### src/rtl/core_bus_arbiter_pkg.sv
// Shared core bus definitions: widths, master ids, arbiter states.
// Reused by the arbiter, the top-level address mux and later masters.
package core_bus_arbiter_pkg;

   localparam int CB_ADDR_W = 16;
   localparam int CB_DATA_W = 32;

   localparam logic M0 = 1'b0;
   localparam logic M1 = 1'b1;

   typedef enum logic [1:0] {
      ST_IDLE   = 2'd0,
      ST_ACCESS = 2'd1,
      ST_ACK    = 2'd2
   } arb_state_e;

endpackage

### src/rtl/core_bus_arbiter.sv
// Two-master core bus arbiter: round-robin with burst allowance,
// one access per grant, registered read data/error per master.
// Ports: clk, reset_n; m0_*/m1_* request side (req, we, address,
// write_data in; ack, read_data, error out); core_* bus side
// (cs, we, address, write_data out; read_data, error in); busy.
module core_bus_arbiter
   import core_bus_arbiter_pkg::*;
#(
   parameter int ADDR_WIDTH = CB_ADDR_W,
   parameter int DATA_WIDTH = CB_DATA_W,
   parameter int MAX_BURST  = 1
) (
   input  logic                  clk,
   input  logic                  reset_n,
   input  logic                  m0_req,
   input  logic                  m0_we,
   input  logic [ADDR_WIDTH-1:0] m0_address,
   input  logic [DATA_WIDTH-1:0] m0_write_data,
   output logic                  m0_ack,
   output logic [DATA_WIDTH-1:0] m0_read_data,
   output logic                  m0_error,
   input  logic                  m1_req,
   input  logic                  m1_we,
   input  logic [ADDR_WIDTH-1:0] m1_address,
   input  logic [DATA_WIDTH-1:0] m1_write_data,
   output logic                  m1_ack,
   output logic [DATA_WIDTH-1:0] m1_read_data,
   output logic                  m1_error,
   output logic                  core_cs,
   output logic                  core_we,
   output logic [ADDR_WIDTH-1:0] core_address,
   output logic [DATA_WIDTH-1:0] core_write_data,
   input  logic [DATA_WIDTH-1:0] core_read_data,
   input  logic                  core_error,
   output logic                  busy
);

   localparam int BW = $clog2(MAX_BURST + 1);
   localparam logic [BW-1:0] BURST_MAX = BW'(MAX_BURST);

   arb_state_e            state_q, state_d;
   logic                  grant_q, grant_d;
   logic                  last_q, last_d;
   logic [BW-1:0]         burst_q, burst_d;
   logic                  we_q, we_d;
   logic [ADDR_WIDTH-1:0] addr_q, addr_d;
   logic [DATA_WIDTH-1:0] wdata_q, wdata_d;
   logic [DATA_WIDTH-1:0] m0_rd_q, m1_rd_q;
   logic                  m0_err_q, m1_err_q;
   logic                  both, pick;

   // A zero burst count means no contested run is in progress,
   // so a tie goes to the other master (m0 first after reset).
   always_comb begin
      both = m0_req & m1_req;
      pick = M0;
      if (both) begin
         if (burst_q != '0 && burst_q < BURST_MAX)
            pick = last_q;
         else
            pick = ~last_q;
      end else if (m1_req) begin
         pick = M1;
      end
   end

   always_comb begin
      state_d = state_q;
      grant_d = grant_q;
      last_d  = last_q;
      burst_d = burst_q;
      we_d    = we_q;
      addr_d  = addr_q;
      wdata_d = wdata_q;
      unique case (state_q)
         ST_IDLE: begin
            if (m0_req | m1_req) begin
               state_d = ST_ACCESS;
               grant_d = pick;
               last_d  = pick;
               we_d    = pick ? m1_we : m0_we;
               addr_d  = pick ? m1_address : m0_address;
               wdata_d = pick ? m1_write_data : m0_write_data;
               if (!both)
                  burst_d = '0;
               else if (pick != last_q)
                  burst_d = BW'(1);
               else if (burst_q != BURST_MAX)
                  burst_d = burst_q + BW'(1);
            end
         end
         ST_ACCESS: state_d = ST_ACK;
         ST_ACK:    state_d = ST_IDLE;
         default:   state_d = ST_IDLE;
      endcase
   end

   always_ff @(posedge clk or negedge reset_n) begin
      if (!reset_n) begin
         state_q  <= ST_IDLE;
         grant_q  <= M0;
         last_q   <= M1;
         burst_q  <= '0;
         we_q     <= 1'b0;
         addr_q   <= '0;
         wdata_q  <= '0;
         m0_rd_q  <= '0;
         m1_rd_q  <= '0;
         m0_err_q <= 1'b0;
         m1_err_q <= 1'b0;
      end else begin
         state_q <= state_d;
         grant_q <= grant_d;
         last_q  <= last_d;
         burst_q <= burst_d;
         we_q    <= we_d;
         addr_q  <= addr_d;
         wdata_q <= wdata_d;
         if (state_q == ST_ACCESS) begin
            if (grant_q == M0) begin
               if (!we_q) m0_rd_q <= core_read_data;
               m0_err_q <= core_error;
            end else begin
               if (!we_q) m1_rd_q <= core_read_data;
               m1_err_q <= core_error;
            end
         end
      end
   end

   // Bus fields are gated so the mux never sees a stale access.
   assign core_cs         = (state_q == ST_ACCESS);
   assign core_we         = core_cs & we_q;
   assign core_address    = core_cs ? addr_q : '0;
   assign core_write_data = core_cs ? wdata_q : '0;

   assign m0_ack       = (state_q == ST_ACK) && (grant_q == M0);
   assign m1_ack       = (state_q == ST_ACK) && (grant_q == M1);
   assign m0_read_data = m0_rd_q;
   assign m1_read_data = m1_rd_q;
   assign m0_error     = m0_err_q;
   assign m1_error     = m1_err_q;
   assign busy         = (state_q != ST_IDLE);

endmodule

### config.mk
export PLATFORM = sky130hd
export DESIGN_NAME = core_bus_arbiter
export DESIGN_NICKNAME = d
export VERILOG_FILES = /design/src/rtl/core_bus_arbiter_pkg.sv /design/src/rtl/core_bus_arbiter.sv
export SDC_FILE = /design/constraint.sdc
export NUM_CORES = 1
export LEC_CHECK = 0
export ABC_AREA = 1
export BUFFER_PORTS_ARGS = -buffer_cell sky130_fd_sc_hd__buf_2
export CELL_PAD_IN_SITES_DETAIL_PLACEMENT = 0
export CELL_PAD_IN_SITES_GLOBAL_PLACEMENT = 1
export CORE_MARGIN = 2
export CORE_UTILIZATION = 30
export DETAILED_ROUTE_END_ITERATION = 7
export GPL_TIMING_DRIVEN = 1
export PLACE_DENSITY_LB_ADDON = 0.15
export SETUP_SLACK_MARGIN = 0.02
export SLEW_MARGIN = 30
export SYNTH_ARGS = -nofsm -noshare
export SYNTH_HDL_FRONTEND = slang
export SYNTH_SLANG_ARGS = --single-unit
### constraint.sdc
create_clock -name clk -period 1.2 [get_ports clk]
set_input_delay 0.24 -clock clk [delete_from_list [all_inputs] [get_ports clk]]
set_output_delay 0.24 -clock clk [all_outputs]
set_load 0.005 [all_outputs]
# Word-level counts from Yosys, hierarchy flattened
# Index checks and enable logic that the tools add are counted.
totals:
  regBits: 120
  output_inout_bits: 119
  input_bits: 135
  word_cells: 46
classes:
  n_bitwise: 6
  n_reduce_logical: 10
  order_cmp: 1
  n_addsub: 1
  n_eq_ne: 4
  mux: 13
op_table:
  columns: ["cell", "count"]
  rows:
  - ["2-to-1 mux 32 bit", 2]
  - ["2-to-1 mux 16 bit", 2]
  - ["2-to-1 mux 1 bit", 7]
  - ["AND reduction 2 bit", 3]
  - ["AND reduction 3 bit", 2]
  - ["one-hot mux 2 bit (2 select lines)", 1]
  - ["logical AND 1 bit", 3]
  - ["inverter 1 bit", 3]
  - ["bitwise AND 1 bit", 2]
  - ["equality test 2 x 1 -> 1 bit (second input constant)", 1]
  - ["equality test 2 bit (second input constant)", 1]
  - ["zero test 2 bit", 1]
  - ["2-to-1 mux 2 bit", 1]
  - ["inequality test 2 bit (second input constant)", 1]
  - ["nonzero test 2 bit", 1]
  - ["adder 1 bit (second input constant)", 1]
  - ["< comparator 1 bit (second input constant)", 1]
  - ["inequality test 1 bit", 1]
  - ["bitwise OR 1 bit", 1]

# Logic depth before layout (Yosys ltp)
# Gate-level depths: netlist of run 1.
depth:
  depth_word: 7
  depth_mapped: 7
  mapped_depth_nobuf: 6

# Worst setup path after synthesis of run 1
# Ideal clock, no wire load.
synth_path:
  path_kind: "register to register"
  startpoint: "register last_q"
  endpoint: "register addr_q[0]"
  path_slack_ns: -0.073
  required_time_ns: 1.082
  path_stages_with_launch: 7
  path_buffers: 1
  setup_time_ns: 0.118
  arrival_ns: 1.155
  synth_period_minus_slack_ns: 1.273
  path_cell_list: "dfstp_2 nand2_1 nand2_1 clkbuf_1 nand2_1 nand3_1 nand2_1"
synth_via:
  elab_chain_len: 4
synth_rtl:
  columns: ["item", "line", "rtl"]
  rows:
  - ["start: declaration", "core_bus_arbiter.sv:43", "logic last_q, last_d;"]
  - ["start signal: assignment", "core_bus_arbiter.sv:114", "last_q <= last_d;"]
  - ["inverter 1 bit", "core_bus_arbiter.sv:61", "pick = ~last_q;"]
  - ["2-to-1 mux 1 bit *", "core_bus_arbiter.sv:58", "if (burst_q != '0 && burst_q < BURST_MAX)"]
  - ["2-to-1 mux 1 bit *", "core_bus_arbiter.sv:57", "if (both) begin"]
  - ["2-to-1 mux 16 bit *", "core_bus_arbiter.sv:82", "addr_d = pick ? m1_address : m0_address;"]
  - ["end signal: assignment", "core_bus_arbiter.sv:117", "addr_q <= addr_d;"]
  - ["end: declaration", "core_bus_arbiter.sv:46", "logic [ADDR_WIDTH-1:0] addr_q, addr_d;"]
# Mark *: on every way between the ends. The rest lies on a longest branch, timed or not.
# A chain may end at the register's enable or synchronous reset.

# Worst setup path after layout of run 1
layout_path:
  startpoint: "register state_q[1]"
  endpoint: "output core_write_data[19]"
layout_via:
  elab_chain_len: 2
layout_rtl:
  columns: ["item", "line", "rtl"]
  rows:
  - ["start: declaration", "core_bus_arbiter.sv:41", "arb_state_e state_q, state_d;"]
  - ["start signal: assignment", "core_bus_arbiter.sv:112", "state_q <= state_d;"]
  - ["equality test 2 x 1 -> 1 bit", "core_bus_arbiter.sv:132", "assign core_cs = (state_q == ST_ACCESS);"]
  - ["2-to-1 mux 32 bit", "core_bus_arbiter.sv:135", "assign core_write_data = core_cs ? wdata_q : '0;"]
  - ["end: declaration", "core_bus_arbiter.sv:32", "output logic [DATA_WIDTH-1:0] core_write_data,"]
# Every way passes these cells.

==> PnR_summary.wiki, run 1 <==
{| class="wikitable"
! Metric !! Value
|-
| Final number of hold-violating endpoints || 0
|-
| Global route total overflow || 0
|-
| P_int || 16.5 mW
|-
| Proportion of power drawn by the clock network || 22.8%
|-
| Clock network latency to the later pin of the worst-skew pair || 0.42 ns
|-
| Synth Area per Inst || 7.19 sq um
|-
| Critical path class || flop to output pin
|-
| Final setup margin || -0.467 ns
|-
| Rows || 51
|-
| Synth unique cells || 18
|-
| Cell Pwr Density || 2650 nW/um^2
|-
| Area after DPL || 7830 sq um
|-
| Predominant post-synthesis flop cell || dfrtp_1
|-
| Unrepaired setup endpoints after global routing || true
|-
| Final layout net count || 1302
|-
| GP Congestion || 0.804
|-
| Overall track demand over capacity in global routing || 19.5%
|-
| Launch point of the worst reg-to-reg path || state_q[1]
|-
| Num CTS Buffers || 17
|-
| Layout Area Growth over Synthesis || 65.4%
|-
| Number of nets produced by synthesis || 966
|-
| Vert. Die Dim || 145 um
|-
| Final total negative setup slack || -53.00 ns
|-
| Min Clock Period, post-route || 1.67 ns
|-
| Fill cell count || 2034
|-
| CTS clk-pin slew, worst paths || 0.06 ns
|-
| Clk Tree Root Cell || clkbuf_16
|-
| Reg-to-reg endpoint || m0_error
|-
| Worst slew margin relative to its limit || 81.3%
|-
| Min-delay src || core_read_data[5]
|-
| Maximum number of pins on one net before global-route repair || 35
|-
| Top cells by count, synth || 283 x nand2_1, 162 x nand3_1, 153 x inv_1, 118 x dfrtp_1, 50 x nor2_1
|-
| Maximum VDD drop || 1100 uV
|-
| Combinational share of power || 49.7%
|-
| Final worst-path cycle share || 139%
|-
| PortBufs || 253
|-
| Count of flip-flops with a built-in enable after synthesis || 0
|-
| Slew Viols, Final || 0
|-
| Cell area after synthesis || 5980 sq um
|-
| Switching part of the total || 37.1%
|-
| Initial Utilization || 30.6%
|-
| DIE AREA || 21100 sq um
|-
| Worst reg2reg path depth || 9
|-
| Clock tree from TritonCTS || built
|-
| # H-tree levels || 4
|-
| Proportion of register bits with asynchronous set or reset after synthesis || 100%
|-
| Post-DP HPWL || 13.9 mm
|-
| First-pass GRT wire length || 32.5 mm
|-
| Core footprint || 19500 sq um
|-
| Post-route antenna net violation count || 0
|-
| Sequential share of power || 27.6%
|-
| Maximum clock frequency || 600 MHz
|-
| Number of antenna violations at the first check in global routing || 1
|-
| Nature of the critical path endpoint || output pin
|-
| Kind of start point of the critical path || flop
|-
| Number of warnings printed during yosys synthesis || 0
|-
| Maximum clock skew at final layout || 0.00740 ns
|-
| CP max FO || 9
|-
| Boundary Pins || 254
|-
| Cell with the most instances after synthesis || nand2_1
|-
| Pre-Repair DR Iteration Count || 5
|-
| Cell type contributing the most total cell area after synthesis || dfrtp_1
|-
| Top post-synthesis cells by area || dfrtp_1 49%, nand2_1 18%, nand3_1 14%
|-
| Via density || 4.42
|-
| Required time reported for the critical path endpoint || 0.96 ns
|-
| Pin slew with the least headroom to its limit || 0.280 ns
|-
| Vias post-DR || 6391
|-
| Portion of synthesized cell area occupied by the leading cell type || 49.4%
|-
| DRC violation total after the first TritonRoute iteration || 254
|-
| # setup viols final || 171
|-
| Max-cap violations || 0
|-
| Hold Path Cell Cnt || 3
|-
| Post-synthesis sequential element count || 119
|-
| Status || finished, violations left
|-
| Leakage component of the power || 5.80 nW
|-
| NetSw || 9.71 mW
|-
| Placement-stage worst setup slack || -0.101 ns
|-
| Seq/Total Area, Yosys || 49.8%
|-
| Syn Inst Count || 831
|-
| Clock sinks || 119
|-
| DRC violations left || 0
|-
| Hold crit path type || primary input to flop
|-
| Final non-filler cell area || 9890 sq um
|-
| Average wire length per cell after detail routing || 15.3 um
|-
| Width of the die || 145 um
|-
| Violations in the final reports || setup timing
|-
| Number of global-route vias before repair || 6094
|-
| Slack of the worst reg-to-reg path || -0.41 ns
|-
| Routed wire length || 22.2 mm
|-
| Maximum count of clock buffers along a single path || 2
|-
| Endpoint, Worst Hold || m1_read_data[5]
|-
| Ratio of cells with drive above 1 in the final layout || 40.6%
|-
| Data arrival, critical path || 1.43 ns
|}
power groups by stage:
stage | sequential [mW] | combinational, mW | clock [mW]
after floorplan | 7.13 | 4.72 | 0
after global placement | 7.13 | 8.89 | 0
after detailed placement | 7.17 | 8.92 | 0
after CTS | 7.19 | 10.3 | 6.05
after global routing | 7.47 | 14.3 | 6.23
final | 7.23 | 13.0 | 5.96
layer usage:
| metal | wire, um | up-vias | share of wire, % | track usage (%) |
|---|---|---|---|---|
| met5 | 0 | - | 0 | 0 |
| met4 | 358 | 0 | 1.6 | 5.74 |
| met3 | 1360 | 26 | 6.1 | 5.25 |
| met2 | 10800 | 208 | 49 | 33.1 |
| met1 | 9680 | 2977 | 44 | 24.3 |
| li1 | - | 3180 | - | - |
cells in the final DEF, fill, tap and decap left out, types with 2 or more instances in the layout:
master       n
buf_12      20
buf_16       7
buf_2      251
buf_4       58
buf_6       15
buf_8        2
bufbuf_16    2
bufinv_16    6
clkbuf_16   27
clkinv_4     4
dfrtp_1    117
inv_1      151
inv_2        3
inv_4        2
inv_6        2
nand2_1    260
nand2_2     19
nand2_4      4
nand2_8      4
nand3_1    147
nand3_2     15
nor2_1      22
nor2_2      19
nor2_4      11
o21ai_1      2
worst max-delay path: stages, from the launching register on:
cell and delay (ns):
dfrtp_1 0.40, inv_4 0.13, nand2_8 0.10, buf_12 0.16
nor2_2 0.10, buf_2 0.12
final cells by class:
cell class	count	area (sq um)	share of cell area (%)
diodes	1	2.50	0.0253
flip-flops and latches	119	2980	30.1
well taps	265	332	3.35
multi-input cells	507	2490	25.2
repair buffers	366	2810	28.4
clock buffers	18	439	4.44
clock inverters	14	245	2.48
inverters	156	591	5.97
sequential cells by signal (all words and copies together) (netlist names):
signal and flops:
m1_read_data 32, m1_error 1, state_q 2, m0_read_data 32, m0_error 1, last_q 1
wdata_q 32, grant_q 1, we_q 1, addr_q 16
how the worst max path moves through the flow:
| stage | startpoint | to | slack, ns | cells past startpoint |
|---|---|---|---|---|
| finish | state_q[1] | core_write_data[19] | -0.47 | 5 |
| global route | state_q[1] | core_address[8] | -0.55 | 5 |
| CTS | state_q[1] | core_write_data[19] | -0.47 | 5 |
| detailed placement | last_q | addr_q[9] | -0.10 | 6 |
| global placement | state_q[1] | core_write_data[19] | -0.1 | 5 |
| floorplan | last_q | addr_q[0] | -0.07 | 6 |
stage by stage:
stage	utilization, %	cells	hold WS [ns]	total power [mW]
2_1_floorplan	-	831	-0.0556	11.9
3_3_place_gp	40.1	1342	0.134	16.0
3_5_place_dp	40.1	1342	0.133	16.1
4_1_cts	46.3	1394	0.0439	23.5
5_1_grt	50.7	1446	0.0587	28.0
6_report	50.7	1446	0.0673	26.2
cells by family (layout without fill, tap and decap cells):
group                  Yosys count  in the layout  share of synthesized area, %
AO/OA/AOI/OAI                    3              3                         0.251
flip-flops                     119            119                          49.8
other                            0              1                             0
buffers and inverters          206            554                          14.2
AND/OR/NAND/NOR                503            504                          35.7
what timing repair did:
item                                    in CTS  in global routing
gates cloned                                10                 13
resized for setup                           50                 84
hold buffers                                 1                  0
hold endpoints to repair                   108                  0
buffers inserted                             9                 41
endpoints found under the setup margin     197                236
pin swaps                                   18                 14
(Power assumes the default switching activity.)
==> inputs of run 2 (changes only) <==
--- a/config.mk
+++ b/config.mk
@@ -13,7 +13,7 @@
 export CORE_UTILIZATION = 30
 export DETAILED_ROUTE_END_ITERATION = 7
 export GPL_TIMING_DRIVEN = 1
-export PLACE_DENSITY_LB_ADDON = 0.15
+export PLACE_DENSITY_LB_ADDON = 0.1
 export SETUP_SLACK_MARGIN = 0.02
 export SLEW_MARGIN = 30
 export SYNTH_ARGS = -nofsm -noshare
==> PnR_summary.wiki, run 2 (synthesis gave the netlist of run 1 again) <==
{| class="wikitable"
! Metric !! Value
|-
| Slew Viols, Final || 0 (unchanged)
|-
| DRC violation total after the first TritonRoute iteration || 372 (+46%)
|-
| Average wire length per cell after detail routing || 14.6 um (-5.1%)
|-
| Nature of the critical path endpoint || output pin
|-
| Ratio of cells with drive above 1 in the final layout || 38.3% (-2.3 points)
|-
| Boundary Pins || 254 (unchanged)
|-
| Routed wire length || 21.0 mm (-5.5%)
|-
| Most frequent standard cell in the layout excluding fill and tap cells || nand2_1
|-
| First-pass GRT wire length || 32.9 mm (+1.1%)
|-
| Critical path class || flop to output pin
|-
| Max-cap violations || 0 (unchanged)
|-
| # setup viols final || 171 (unchanged)
|-
| Pre-Repair DR Iteration Count || 6 (+1)
|-
| Final worst-path cycle share || 138% (-0.86 points)
|-
| Maximum number of pins on one net before global-route repair || 50 (+43%)
|-
| Clock sinks || 119 (unchanged)
|-
| DIE AREA || 21100 sq um (unchanged)
|-
| Most frequent cells in the layout || 280 x nand2_1, 247 x buf_2, 162 x nand3_1, 152 x inv_1, 117 x dfrtp_1
|-
| PortBufs || 253 (unchanged)
|-
| Post-route antenna net violation count || 0 (unchanged)
|-
| CP Launch Point || state_q[1]
|-
| CP max FO || 8 (-1)
|-
| Count of inserted antenna diode cells || 0 (-1)
|-
| Final setup margin || -0.457 ns (+0.0103 ns)
|-
| Required time reported for the critical path endpoint || 0.96 ns (about the same)
|-
| Final layout net count || 1296 (-0.46%)
|-
| CTS clk-pin slew, worst paths || 0.06 ns (about the same)
|-
| Clk Tree Root Cell || clkbuf_16
|-
| Worst slew margin relative to its limit || 70.0% (-11 points)
|-
| Number of antenna violations at the first check in global routing || 0 (-1)
|-
| Layout Cells excl Fill || 1439 (-0.48%)
|-
| Width of the die || 145 um (unchanged)
|-
| Global route total overflow || 0 (unchanged)
|-
| Number of placed cells counting well taps || 1328 (-1.0%)
|-
| Min-delay src || core_error
|-
| GP Congestion || 0.755 (-6.1%)
|-
| Initial Utilization || 30.6% (unchanged)
|-
| Data arrival, critical path || 1.42 ns (about the same)
|-
| Cell Pwr Density || 2650 nW/um^2 (about the same)
|-
| Pin slew with the least headroom to its limit || 0.450 ns (+0.169 ns)
|-
| Kind of start point of the critical path || flop
|-
| Layout Area Growth over Synthesis || 61.3%
|-
| Clock tree from TritonCTS || built
|-
| Maximum clock skew at final layout || 0.00940 ns (+0.00200 ns)
|-
| Maximum count of clock buffers along a single path || 2 (unchanged)
|-
| Rows || 51 (unchanged)
|-
| Clock network latency to the later pin of the worst-skew pair || 0.42 ns (about the same)
|-
| Final number of hold-violating endpoints || 0 (unchanged)
|-
| Via density || 4.35 (-1.6%)
|-
| Overall track demand over capacity in global routing || 19.9% (+0.49 points)
|-
| Hold Slack || 0.0470 ns (-0.0202 ns)
|-
| Vias post-DR || 6258 (-2.1%)
|-
| Final design utilization || 49.4% (-1.3 points)
|-
| Leakage component of the power || 5.72 nW (-1.3%)
|-
| Number of global-route vias before repair || 6031 (-1.0%)
|-
| Violations in the final reports || setup timing
|-
| Vert. Die Dim || 145 um (unchanged)
|-
| Launch point of the worst reg-to-reg path || state_q[1]
|-
| Maximum clock frequency || 604 MHz (+0.62%)
|-
| DRC violations left || 0 (unchanged)
|-
| Num CTS Buffers || 17 (unchanged)
|-
| Maximum VDD drop || 1110 uV (+1.4%)
|-
| Unrepaired setup endpoints after global routing || true
|-
| Core footprint || 19500 sq um (unchanged)
|-
| Status || finished, violations left
|-
| Min Clock Period, post-route || 1.66 ns (-0.0103 ns)
|-
| # H-tree levels || 4 (unchanged)
|-
| Post-DP HPWL || 12.9 mm (-7.5%)
|-
| Final total negative setup slack || -48.48 ns (+4.52 ns)
|-
| Hold crit path type || primary input to flop
|}
-- run 2: changes by cell type in the layout (fill, tap and decap cells not counted), sizes merged --
cell / delta
diode: -1
nand2: -1
bufinv: -3
inv: -1
bufbuf: +6
buf: -2
clkbuf: -6
clkinvlp: +4
clkinv: -3
-- run 2: repair_timing --
| action | in CTS | in global routing |
|---|---|---|
| pin swaps | 4 | 4 |
| hold buffers | 1 | 0 |
| gates cloned | 13 | 1 |
| resized for setup | 58 | 41 |
| endpoints found under the setup margin | 216 | 237 |
| hold endpoints to repair | 118 | 0 |
| buffers inserted | 40 | 26 |
-- run 2: worst paths after layout --
check                                            to  slack [ns]  cells after the start
worst min-delay path                       m0_error        0.05                      3
max in group asynchronous          m0_read_data[11]        0.41                      3
worst min register to register               last_q        0.46                      2
worst max-delay path            core_write_data[19]       -0.46                      5
min in group asynchronous          m0_read_data[26]        0.35                      3
worst max register to register      m0_read_data[6]       -0.31                      8
-- run 2: cell type report --
type                            instances  area, sq um
Tap cell                              265          332
Timing Repair Buffer                  361         2710
Sequential cell                       119         2980
Inverter                              156          588
Multi-Input combinational cell        506         2410
Clock buffer                           21          470
Clock inverter                         11          146
Fill cell                            2115         9890
-- run 2: critical path: stages (launching register included) --
cell and delay, ns:
dfrtp_1 0.37, inv_2 0.10, nand2_8 0.11, buf_12 0.18
nor2_2 0.11, buf_2 0.13
-- run 2: where the power goes --
part / switching [mW] / internal, mW / leakage, nW
clock: 1.91 / 3.43 / 0.288
sequential: 1.03 / 6.07 / 1.45
combinational: 6.47 / 6.61 / 3.99
-- run 2: layer usage --
metal | part of all wire [%] | global-route usage (%)
met1 | 43 | 25.6
met2 | 49 | 32.9
met3 | 6.3 | 5.06
met4 | 1.7 | 6.62
met5 | 0 | 0
-- run 2: metrics by stage --
| stage | total power, mW | cell area (sq um) | setup slack, ns |
|---|---|---|---|
| floorplan | 11.9 | 5980 | -0.0693 |
| global placement | 16.0 | 7740 | -0.165 |
| detailed placement | 16.0 | 7740 | -0.164 |
| CTS | 24.6 | 9260 | -0.483 |
| global route | 27.4 | 9640 | -0.504 |
| finish | 25.5 | 9640 | -0.457 |
==> inputs of run 3 (changes only) <==
--- a/config.mk
+++ b/config.mk
@@ -19,3 +19,4 @@
 export SYNTH_ARGS = -nofsm -noshare
 export SYNTH_HDL_FRONTEND = slang
 export SYNTH_SLANG_ARGS = --single-unit
+export TNS_END_PERCENT = 50
==> PnR_summary.wiki, run 3 (synthesis gave the netlist of run 1 again) <==
{| class="wikitable"
! Metric !! Value
|-
| Overall track demand over capacity in global routing || 19.5% (-0.45 points)
|-
| Required time reported for the critical path endpoint || 0.96 ns (about the same)
|-
| Maximum number of pins on one net before global-route repair || 38 (-24%)
|-
| # setup viols final || 171 (unchanged)
|-
| Maximum clock skew at final layout || 0.0104 ns (+0.000972 ns)
|-
| Final worst-path cycle share || 139% (+0.49 points)
|-
| Final layout net count || 1249 (-3.6%)
|-
| Most frequent cells in the layout || 281 x nand2_1, 247 x buf_2, 159 x nand3_1, 151 x inv_1, 117 x dfrtp_1
|-
| Maximum count of clock buffers along a single path || 2 (unchanged)
|-
| Post-DP HPWL || 13.1 mm (+1.7%)
|-
| Via density || 4.35 (about the same)
|-
| Rows || 51 (unchanged)
|-
| Leakage component of the power || 5.53 nW (-3.4%)
|-
| Slew Viols, Final || 0 (unchanged)
|-
| GP Congestion || 0.751 (-0.52%)
|-
| CP max FO || 3 (-5)
|-
| Boundary Pins || 254 (unchanged)
|-
| Layout Cells excl Fill || 1394 (-3.1%)
|-
| # H-tree levels || 4 (unchanged)
|-
| Most frequent standard cell in the layout excluding fill and tap cells || nand2_1
|-
| Post-route antenna net violation count || 0 (unchanged)
|-
| Max-cap violations || 0 (unchanged)
|-
| Unrepaired setup endpoints after global routing || true
|-
| Clk Tree Root Cell || clkbuf_16
|-
| Worst slew margin relative to its limit || 77.3% (+7.3 points)
|-
| Nature of the critical path endpoint || output pin
|-
| Maximum clock frequency || 601 MHz (-0.36%)
|-
| Final setup margin || -0.463 ns (-0.00592 ns)
|-
| Ratio of cells with drive above 1 in the final layout || 35.7% (-2.7 points)
|-
| DIE AREA || 21100 sq um (unchanged)
|-
| Final non-filler cell area || 9390 sq um (-2.6%)
|-
| DRC violation total after the first TritonRoute iteration || 280 (-25%)
|-
| Area after DPL || 7750 sq um (+0.23%)
|-
| Number of antenna violations at the first check in global routing || 1 (+1)
|-
| DRC violations left || 0 (unchanged)
|-
| Global route total overflow || 0 (unchanged)
|-
| Status || finished, violations left
|-
| Final total negative setup slack || -52.17 ns (-3.69 ns)
|-
| PortBufs || 253 (unchanged)
|-
| Number of placed cells counting well taps || 1329 (+0.075%)
|-
| Width of the die || 145 um (unchanged)
|-
| Final number of hold-violating endpoints || 0 (unchanged)
|-
| Data arrival, critical path || 1.42 ns (about the same)
|-
| Kind of start point of the critical path || flop
|-
| Vert. Die Dim || 145 um (unchanged)
|-
| Routed wire length || 21.0 mm (+0.24%)
|-
| CTS clk-pin slew, worst paths || 0.06 ns (about the same)
|-
| Clock sinks || 119 (unchanged)
|-
| First-pass GRT wire length || 32.3 mm (-1.9%)
|-
| Critical path class || flop to output pin
|-
| Pre-Repair DR Iteration Count || 4 (-2)
|-
| Vias post-DR || 6065 (-3.1%)
|-
| Initial Utilization || 30.6% (unchanged)
|-
| Average wire length per cell after detail routing || 15.1 um (+3.5%)
|-
| Clock tree from TritonCTS || built
|-
| Min Clock Period, post-route || 1.66 ns (+0.00592 ns)
|-
| Layout Area Growth over Synthesis || 57.0%
|-
| Core footprint || 19500 sq um (unchanged)
|-
| Num CTS Buffers || 17 (unchanged)
|-
| Clock network latency to the later pin of the worst-skew pair || 0.42 ns (about the same)
|-
| Pin slew with the least headroom to its limit || 0.340 ns (-0.110 ns)
|-
| Violations in the final reports || setup timing
|-
| Number of global-route vias before repair || 6153 (+2.0%)
|-
| Hold crit path type || primary input to flop
|-
| Maximum VDD drop || 1310 uV (+17%)
|-
| Cell Pwr Density || 2650 nW/um^2 (about the same)
|-
| Slack of the worst reg-to-reg path || -0.32 ns (about the same)
|}
==> run 3: per-stage QoR <==
step | hold slack, ns | total power [mW] | worst slack (ns) | utilization (%)
6_report | 0.0600 | 24.9 | -0.463 | 48.1
5_1_grt | 0.0573 | 26.7 | -0.514 | 48.1
4_1_cts | 0.0481 | 24.0 | -0.447 | 46.1
3_5_place_dp | 0.158 | 16.0 | -0.125 | 39.7
3_3_place_gp | 0.162 | 16.0 | -0.0902 | 39.7
2_1_floorplan | -0.0556 | 11.9 | -0.0726 | -
==> run 3: metal layers <==
layer	global-route usage [%]	vias up	share of wire, %
met1	24.7	2809	45
li1	-	3069	-
met2	33.2	167	49
met5	0	-	0
met3	4.59	20	5.2
met4	5.49	0	1.3
==> run 3: report_power, final <==
group / internal (mW) / switching [mW] / leakage (nW)
clock network: 3.62 / 1.97 / 0.312
logic: 5.73 / 6.32 / 3.77
registers: 6.07 / 1.15 / 1.45
total: 15.4 / 9.43 / 5.53
==> run 3: cell type report <==
cell class                      count  area (sq um)
Antenna cell                        2          5.00
Fill cell                        2051         10100
Clock buffer                       20           457
Timing Repair Buffer              313          2370
Multi-Input combinational cell    507          2460
Clock inverter                     12           189
Inverter                          156           593
Sequential cell                   119          2980
Tap cell                          265           332
==> run 3: worst max-delay path, stage by stage (launching register included) <==
cell and delay, ns:
dfrtp_1 0.37, inv_4 0.07, buf_4 0.14, buf_4 0.14, nor3_2 0.13, buf_2 0.17
==> run 3: path summary, 6_finish.rpt <==
check                           start          endpoint  cells after the start
setup / recovery           state_q[1]            m1_ack                      5
hold reg to reg                last_q            last_q                      2
max in group asynchronous     reset_n       wdata_q[28]                      3
hold / removal             core_error          m1_error                      3
setup reg to reg           state_q[1]  m0_read_data[15]                      9
min in group asynchronous     reset_n  m0_read_data[24]                      2
==> run 3: repair_timing <==
action / in CTS / in global routing
cloned: 12 / 6
hold endpoints to repair: 13 / 0
pin swaps: 2 / 3
endpoints found under the setup margin: 178 / 235
hold buffers: 1 / 0
setup buffers: 7 / 5
gates resized for setup: 56 / 51
